### src/rtl/rename_nway.sv
// rename_nway: N-wide register rename stage.
//
// Keeps a speculative RAT (updated when a group is accepted), an
// architectural RAT (updated by commits) and a circular free list of
// physical registers. A group of up to LANES instructions is renamed
// all-or-nothing and presented one cycle later in a registered output
// stage. A flush restores SRAT from ARAT and rewinds the free-list read
// pointer so that exactly NF registers are free again.
//
// Ports:
//   CLK, RESET (sync, active-high), FLUSH   clock / reset / recovery
//   in_valid/in_ready, in_lane_v, in_src1, in_src2, in_dst, in_dst_v,
//   in_payload                               rename group input
//   out_valid/out_ready, out_lane_v, out_psrc1, out_psrc2, out_pdst,
//   out_pold, out_dst_v, out_payload         renamed group output
//   cm_valid, cm_arch, cm_pdst, cm_pold      commit lanes
//   free_cnt                                 free physical registers
//   starve_cnt                               cycles stalled on free list
module rename_nway #(
    parameter int LANES      = 2,
    parameter int ARCH_ADDRW = 5,
    parameter int PHYS_ADDRW = 6,
    parameter int PAYLOAD_W  = 64
) (
    input  logic                            CLK,
    input  logic                            RESET,
    input  logic                            FLUSH,
    input  logic                            in_valid,
    output logic                            in_ready,
    input  logic [LANES-1:0]                in_lane_v,
    input  logic [LANES*ARCH_ADDRW-1:0]     in_src1,
    input  logic [LANES*ARCH_ADDRW-1:0]     in_src2,
    input  logic [LANES*ARCH_ADDRW-1:0]     in_dst,
    input  logic [LANES-1:0]                in_dst_v,
    input  logic [LANES*PAYLOAD_W-1:0]      in_payload,
    output logic                            out_valid,
    input  logic                            out_ready,
    output logic [LANES-1:0]                out_lane_v,
    output logic [LANES*PHYS_ADDRW-1:0]     out_psrc1,
    output logic [LANES*PHYS_ADDRW-1:0]     out_psrc2,
    output logic [LANES*PHYS_ADDRW-1:0]     out_pdst,
    output logic [LANES*PHYS_ADDRW-1:0]     out_pold,
    output logic [LANES-1:0]                out_dst_v,
    output logic [LANES*PAYLOAD_W-1:0]      out_payload,
    input  logic [LANES-1:0]                cm_valid,
    input  logic [LANES*ARCH_ADDRW-1:0]     cm_arch,
    input  logic [LANES*PHYS_ADDRW-1:0]     cm_pdst,
    input  logic [LANES*PHYS_ADDRW-1:0]     cm_pold,
    output logic [PHYS_ADDRW:0]             free_cnt,
    output logic [31:0]                     starve_cnt
);
    localparam int NA   = 1 << ARCH_ADDRW;
    localparam int NP   = 1 << PHYS_ADDRW;
    localparam int NF   = NP - NA;
    localparam int PTRW = PHYS_ADDRW + 1;

    typedef logic [PHYS_ADDRW-1:0] preg_t;
    typedef logic [PTRW-1:0]       ptr_t;

    preg_t srat   [NA];
    preg_t arat   [NA];
    preg_t arat_n [NA];
    preg_t fl     [NP];
    ptr_t  rd, wr, wr_next, need, pushed;

    // Lane views of the flattened buses (element k == slice k).
    logic [LANES-1:0][ARCH_ADDRW-1:0] src1_a, src2_a, dst_a, cm_arch_a;
    logic [LANES-1:0][PHYS_ADDRW-1:0] cm_pdst_a, cm_pold_a;
    logic [LANES-1:0][PHYS_ADDRW-1:0] psrc1, psrc2, pdst, pold;
    logic [LANES-1:0][PHYS_ADDRW-1:0] o_psrc1, o_psrc2, o_pdst, o_pold;
    logic [LANES-1:0][PHYS_ADDRW-1:0] push_ptr;
    logic [LANES-1:0]                 alloc, push_en;
    logic                             out_free, accept;

    assign src1_a    = in_src1;
    assign src2_a    = in_src2;
    assign dst_a     = in_dst;
    assign cm_arch_a = cm_arch;
    assign cm_pdst_a = cm_pdst;
    assign cm_pold_a = cm_pold;

    assign out_psrc1 = o_psrc1;
    assign out_psrc2 = o_psrc2;
    assign out_pdst  = o_pdst;
    assign out_pold  = o_pold;

    assign free_cnt = wr - rd;
    assign out_free = !out_valid || out_ready;
    assign in_ready = !FLUSH && !RESET && out_free && (free_cnt >= need);
    assign accept   = in_valid && in_ready;

    // Rename: allocating lanes take consecutive entries from rd; sources and
    // old mappings are bypassed from earlier allocating lanes, the highest
    // matching earlier lane winning because it is applied last.
    always_comb begin
        need  = '0;
        alloc = '0;
        pdst  = '0;
        psrc1 = '0;
        psrc2 = '0;
        pold  = '0;
        for (int k = 0; k < LANES; k++) begin
            alloc[k] = in_lane_v[k] && in_dst_v[k] && (dst_a[k] != '0);
            pdst[k]  = fl[PHYS_ADDRW'(rd + need)];
            psrc1[k] = srat[src1_a[k]];
            psrc2[k] = srat[src2_a[k]];
            pold[k]  = srat[dst_a[k]];
            for (int j = 0; j < k; j++) begin
                if (alloc[j]) begin
                    if (dst_a[j] == src1_a[k]) psrc1[k] = pdst[j];
                    if (dst_a[j] == src2_a[k]) psrc2[k] = pdst[j];
                    if (dst_a[j] == dst_a[k])  pold[k]  = pdst[j];
                end
            end
            need = need + PTRW'(alloc[k]);
        end
    end

    // Commit: ARAT updates in lane order and old mappings return to the free
    // list. Arch reg 0 commits neither update nor free anything.
    always_comb begin
        arat_n   = arat;
        pushed   = '0;
        push_en  = '0;
        push_ptr = '0;
        for (int k = 0; k < LANES; k++) begin
            if (cm_valid[k] && cm_arch_a[k] != '0) begin
                arat_n[cm_arch_a[k]] = cm_pdst_a[k];
                push_en[k]  = 1'b1;
                push_ptr[k] = PHYS_ADDRW'(wr + pushed);
                pushed      = pushed + 1'b1;
            end
        end
        wr_next = wr + pushed;
    end

    always_ff @(posedge CLK) begin
        if (RESET) begin
            for (int i = 0; i < NA; i++) begin
                srat[i] <= preg_t'(i);
                arat[i] <= preg_t'(i);
            end
            for (int i = 0; i < NP; i++)
                fl[i] <= (i < NF) ? preg_t'(NA + i) : '0;
            rd          <= '0;
            wr          <= ptr_t'(NF);
            out_valid   <= 1'b0;
            out_lane_v  <= '0;
            out_dst_v   <= '0;
            o_psrc1     <= '0;
            o_psrc2     <= '0;
            o_pdst      <= '0;
            o_pold      <= '0;
            out_payload <= '0;
            starve_cnt  <= '0;
        end else begin
            arat <= arat_n;
            for (int k = 0; k < LANES; k++)
                if (push_en[k]) fl[push_ptr[k]] <= cm_pold_a[k];
            wr <= wr_next;

            if (FLUSH) begin
                // Everything speculative is discarded; the free list is
                // rewound so it again holds the NF registers not in ARAT.
                srat      <= arat_n;
                rd        <= wr_next - ptr_t'(NF);
                out_valid <= 1'b0;
            end else if (accept) begin
                rd <= rd + need;
                for (int k = 0; k < LANES; k++)
                    if (alloc[k]) srat[dst_a[k]] <= pdst[k];
                out_valid   <= 1'b1;
                out_lane_v  <= in_lane_v;
                out_dst_v   <= alloc;
                out_payload <= in_payload;
                for (int k = 0; k < LANES; k++) begin
                    o_psrc1[k] <= in_lane_v[k] ? psrc1[k] : '0;
                    o_psrc2[k] <= in_lane_v[k] ? psrc2[k] : '0;
                    o_pdst[k]  <= alloc[k] ? pdst[k] : '0;
                    o_pold[k]  <= alloc[k] ? pold[k] : '0;
                end
            end else if (out_ready) begin
                out_valid <= 1'b0;
            end

            if (in_valid && !FLUSH && out_free && (free_cnt < need) && (starve_cnt != '1))
                starve_cnt <= starve_cnt + 1'b1;
        end
    end
endmodule

### config.mk
export PLATFORM = sky130hd
export DESIGN_NAME = rename_nway
export DESIGN_NICKNAME = d
export VERILOG_FILES = /design/src/rtl/rename_nway.sv
export SDC_FILE = /design/constraint.sdc
export NUM_CORES = 2
export LEC_CHECK = 0
export CAP_MARGIN = 20
export CORE_ASPECT_RATIO = 1.1
export CORE_UTILIZATION = 60
export DETAILED_ROUTE_END_ITERATION = 7
export PLACE_DENSITY_LB_ADDON = 0.15
export SLEW_MARGIN = 30
export SYNTH_ARGS = -nofsm -noshare
export SYNTH_HDL_FRONTEND = slang
export SYNTH_SLANG_ARGS = --single-unit
### constraint.sdc
create_clock -name CLK -period 6.43 [get_ports CLK]
set_clock_uncertainty 0.2 [all_clocks]
set_input_delay 0.9645 -clock CLK [delete_from_list [all_inputs] [get_ports CLK]]
set_output_delay 0.9645 -clock CLK [all_outputs]
set_load 0.05 [all_outputs]
==> metrics.txt <==
total of warnings raised by yosys 0; type of the setup path with the least slack in -> out; final total power 16900 µW; DRC violations left 0; count of flip-flops with a built-in enable after synthesis 384; combinational fraction of design power 20.7%; Adder-Cell Fraction of Synth Area 0.468%; number of antenna violations at the first check in global routing 13; sequential cell area fraction in the yosys report 39.2%; floorplan die height 336 µm; fraction of registers with async set/reset 0%; nets in the synthesized netlist 6228; TritonCTS clock tree yes; leftover overflow at the end of global routing 0; Max rail drop VDD 260 µV; transition time of the tightest slew-check pin 1130 ps; clock group share of total power 37.5%; count of buffers from port buffering 423; via total after detailed routing 58273; XOR/XNOR Fraction of Synth Area 0.891%; count of TritonRoute iterations in the first routing pass 8; sum of negative setup slack 0 ps; complex-gate fraction of the synthesized area 16.9%; kind of path behind the tightest hold check reg -> reg; combinational family with the most area after synthesis multiplexers; number of clock sinks seen by CTS 1001; full die area 103000 µm²; design internal power 11500 µW; timing-limited maximum frequency 0.161 GHz; H-tree levels 3; run status finished, final reports clean; most common library cell in the layout ignoring fill and taps nand2_1; wire length of the first global-routing pass 394000 µm; core area 101000 µm²; postcts setup bufs 0; Worst Setup End Kind output pin; setup-violating endpoint count in the final report 0; list of cells traversed by the critical path clkdlybuf4s50_1 -> nand2_1 -> a21oi_2 -> and2_1 -> inv_1 -> ha_1 -> a211o_1 -> or4_1 -> nor3_1 -> nor2_1 -> buf_4; total net switching power 5360 µW; GRT Util Overall 53.7%; min Tclk post-route 6200 ps; starting DRC count in detailed routing 10774; number of pins with negative max-slew slack in the final report 0; sequential fraction of design power 41.8%; power per standard cell area 243 nW/µm²; commonest non-fill, non-tap cells in the layout nand2_1, dfxtp_1, mux4_2; instance count of the mapped netlist 6004; effective utilization at floorplan 60.6%; number of vias per cell 7.73; Critical Path Slowest Stage Cell nor3_1; number of hold-repair buffers added at the cts stage 0; Worst Path Required 5270 ps; buffer depth of the longest clock path 3; fraction of synthesized area in multiplexers 24.2%; number of global-route vias before repair 54315; maximum number of pins on one net before global-route repair 196; Routed WL per cell 37.2 µm; leakage dissipation 0.0235 µW; later-pin clock latency in the skew report 770 ps; residual antenna-violating net count after detailed routing 0; clock slew at reported path FFs 60 ps; Max-Cap Viols 0; boundary pin count 424; root buffer selected by CTS clkbuf_16; primary flip-flop cell chosen by synthesis mapping dfxtp_1; Arr. time, crit path 5030 ps; HPWL after detailed placement 193000 µm; number of clock buffers inserted by TritonCTS 104; Hold Fails Final Rpt 0; Total Wirelength 281000 µm; die width 306 µm; share of cells above drive strength 1 15.7%; Simple-Gate Fraction of Synth Area 14.2%; worst max-slew margin expressed relative to the limit 24.6%; area of the mapped netlist 60900 µm²; fin crit share 96.4%; number of distinct standard cells referenced by the synthesized netlist 82; maximum cell stage delay along the critical path 770 ps; number of synthesized register bits 1001; peak fanout along the critical path 6; setup repair after global routing missed its margin no; Final nets 6366; startpoint class of the critical path input pin; switching share of power 31.7%; average cell area after synthesis 10.1 µm²; layout-stage area growth over the synthesis result 14.1%; Std-Cell Rows 122; Final Wtd Congestion 1.07
synth_stat cells (30+ instances only):
master | n | area (µm²)
nand4_1 | 49 | 307
o221ai_1 | 31 | 272
clkbuf_1 | 401 | 1510
nor2b_1 | 33 | 206
xor2_1 | 32 | 280
inv_1 | 32 | 120
and3_1 | 41 | 257
a21oi_1 | 256 | 1280
a22oi_1 | 291 | 2180
nand3_1 | 196 | 981
o21ai_1 | 38 | 190
o211ai_1 | 46 | 345
mux2_2 | 39 | 439
edfxtp_1 | 384 | 11500
xnor2_1 | 30 | 263
buf_1 | 64 | 240
a22o_1 | 227 | 1990
dfxtp_1 | 617 | 12400
nand2_1 | 874 | 3280
o22ai_1 | 111 | 694
a211oi_1 | 48 | 360
or3_1 | 39 | 244
nor3_1 | 117 | 586
nor2_1 | 466 | 1750
and2_1 | 73 | 457
o22a_1 | 32 | 280
buf_2 | 95 | 475
mux4_2 | 494 | 11100
mux2i_1 | 315 | 3150
o21ai_0 | 231 | 1160
path summary, 6_finish.rpt:
kind            startpoint  slack (ps)            end  depth (start not counted)
max           in_lane_v[1]         230       in_ready                         11
min          out_psrc2[10]         250  out_psrc2[10]                          2
max reg2reg          rd[2]         890       srat[71]                         11
min reg2reg  out_psrc2[10]         250  out_psrc2[10]                          2
kinds of logic after synthesis:
family | Yosys count
simple gates | 1966
buf+inv | 616
flops | 1001
compound gates | 1486
xor+xnor | 62
fa+ha+maj | 21
mux | 852
layout make-up:
cell class / instances / area (µm²)
antenna: 6 / 15.0
clock buffer: 142 / 2850
clock inverter: 52 / 599
fill: 7626 / 31100
inverter: 38 / 151
multi-input combinational: 4387 / 34700
sequential: 1001 / 23900
tap: 1302 / 1630
timing repair buffer: 610 / 5670
repair_timing:
action	4_1_cts	5_1_grt
gates resized for setup	0	1
hold endpoints to repair	0	0
endpoints found under the setup margin	0	1
flip-flops by register name, summed over array words and instances (netlist names), 12 cells and up, named ones only:
| name | cells |
|---|---|
| starve_cnt | 32 |
| srat | 192 |
| out_pold | 12 |
| out_psrc1 | 12 |
| out_psrc2 | 12 |
| out_pdst | 12 |
| arat | 192 |
| out_payload | 128 |
| fl | 384 |
power groups by stage:
stage	sequential [µW]	combinational [µW]	clock, µW
floorplan	7120	1930	0
global placement	7160	3250	0
detailed placement	7170	3280	0
CTS	7030	3290	6260
global route	7060	3530	6530
finish	7060	3500	6330
metrics by stage:
step / hold slack, ps / util (%) / std cells / setup WS [ps] / area, µm²
2_1_floorplan: 238 / - / 6004 / 1470 / 60900
3_3_place_gp: 239 / 65.6 / 7335 / 206 / 66000
3_5_place_dp: 245 / 65.6 / 7335 / 130 / 66000
4_1_cts: 253 / 69.0 / 7529 / 181 / 69400
5_1_grt: 274 / 69.1 / 7533 / 279 / 69500
6_report: 250 / 69.1 / 7538 / 235 / 69500
metal layers:
metal	vias up	share of wire [%]	track usage, %	wire, µm
met4	14	12	51.1	35100
met1	27546	30	59.2	84300
met5	-	0.033	0.0930	94
met3	1691	15	21.1	42000
met2	5676	42	79.0	119000
li1	23346	-	-	-
critical path: cells and delay by family:
| family | cells | cell delay [ps] |
|---|---|---|
| adder cells (fa/ha/maj) | 1 | 280 |
| buffers and inverters | 3 | 920 |
| AO/OA/AOI/OAI | 2 | 760 |
| AND/OR/NAND/NOR | 5 | 2080 |
Note: power is estimated with default switching activity, not from simulation.
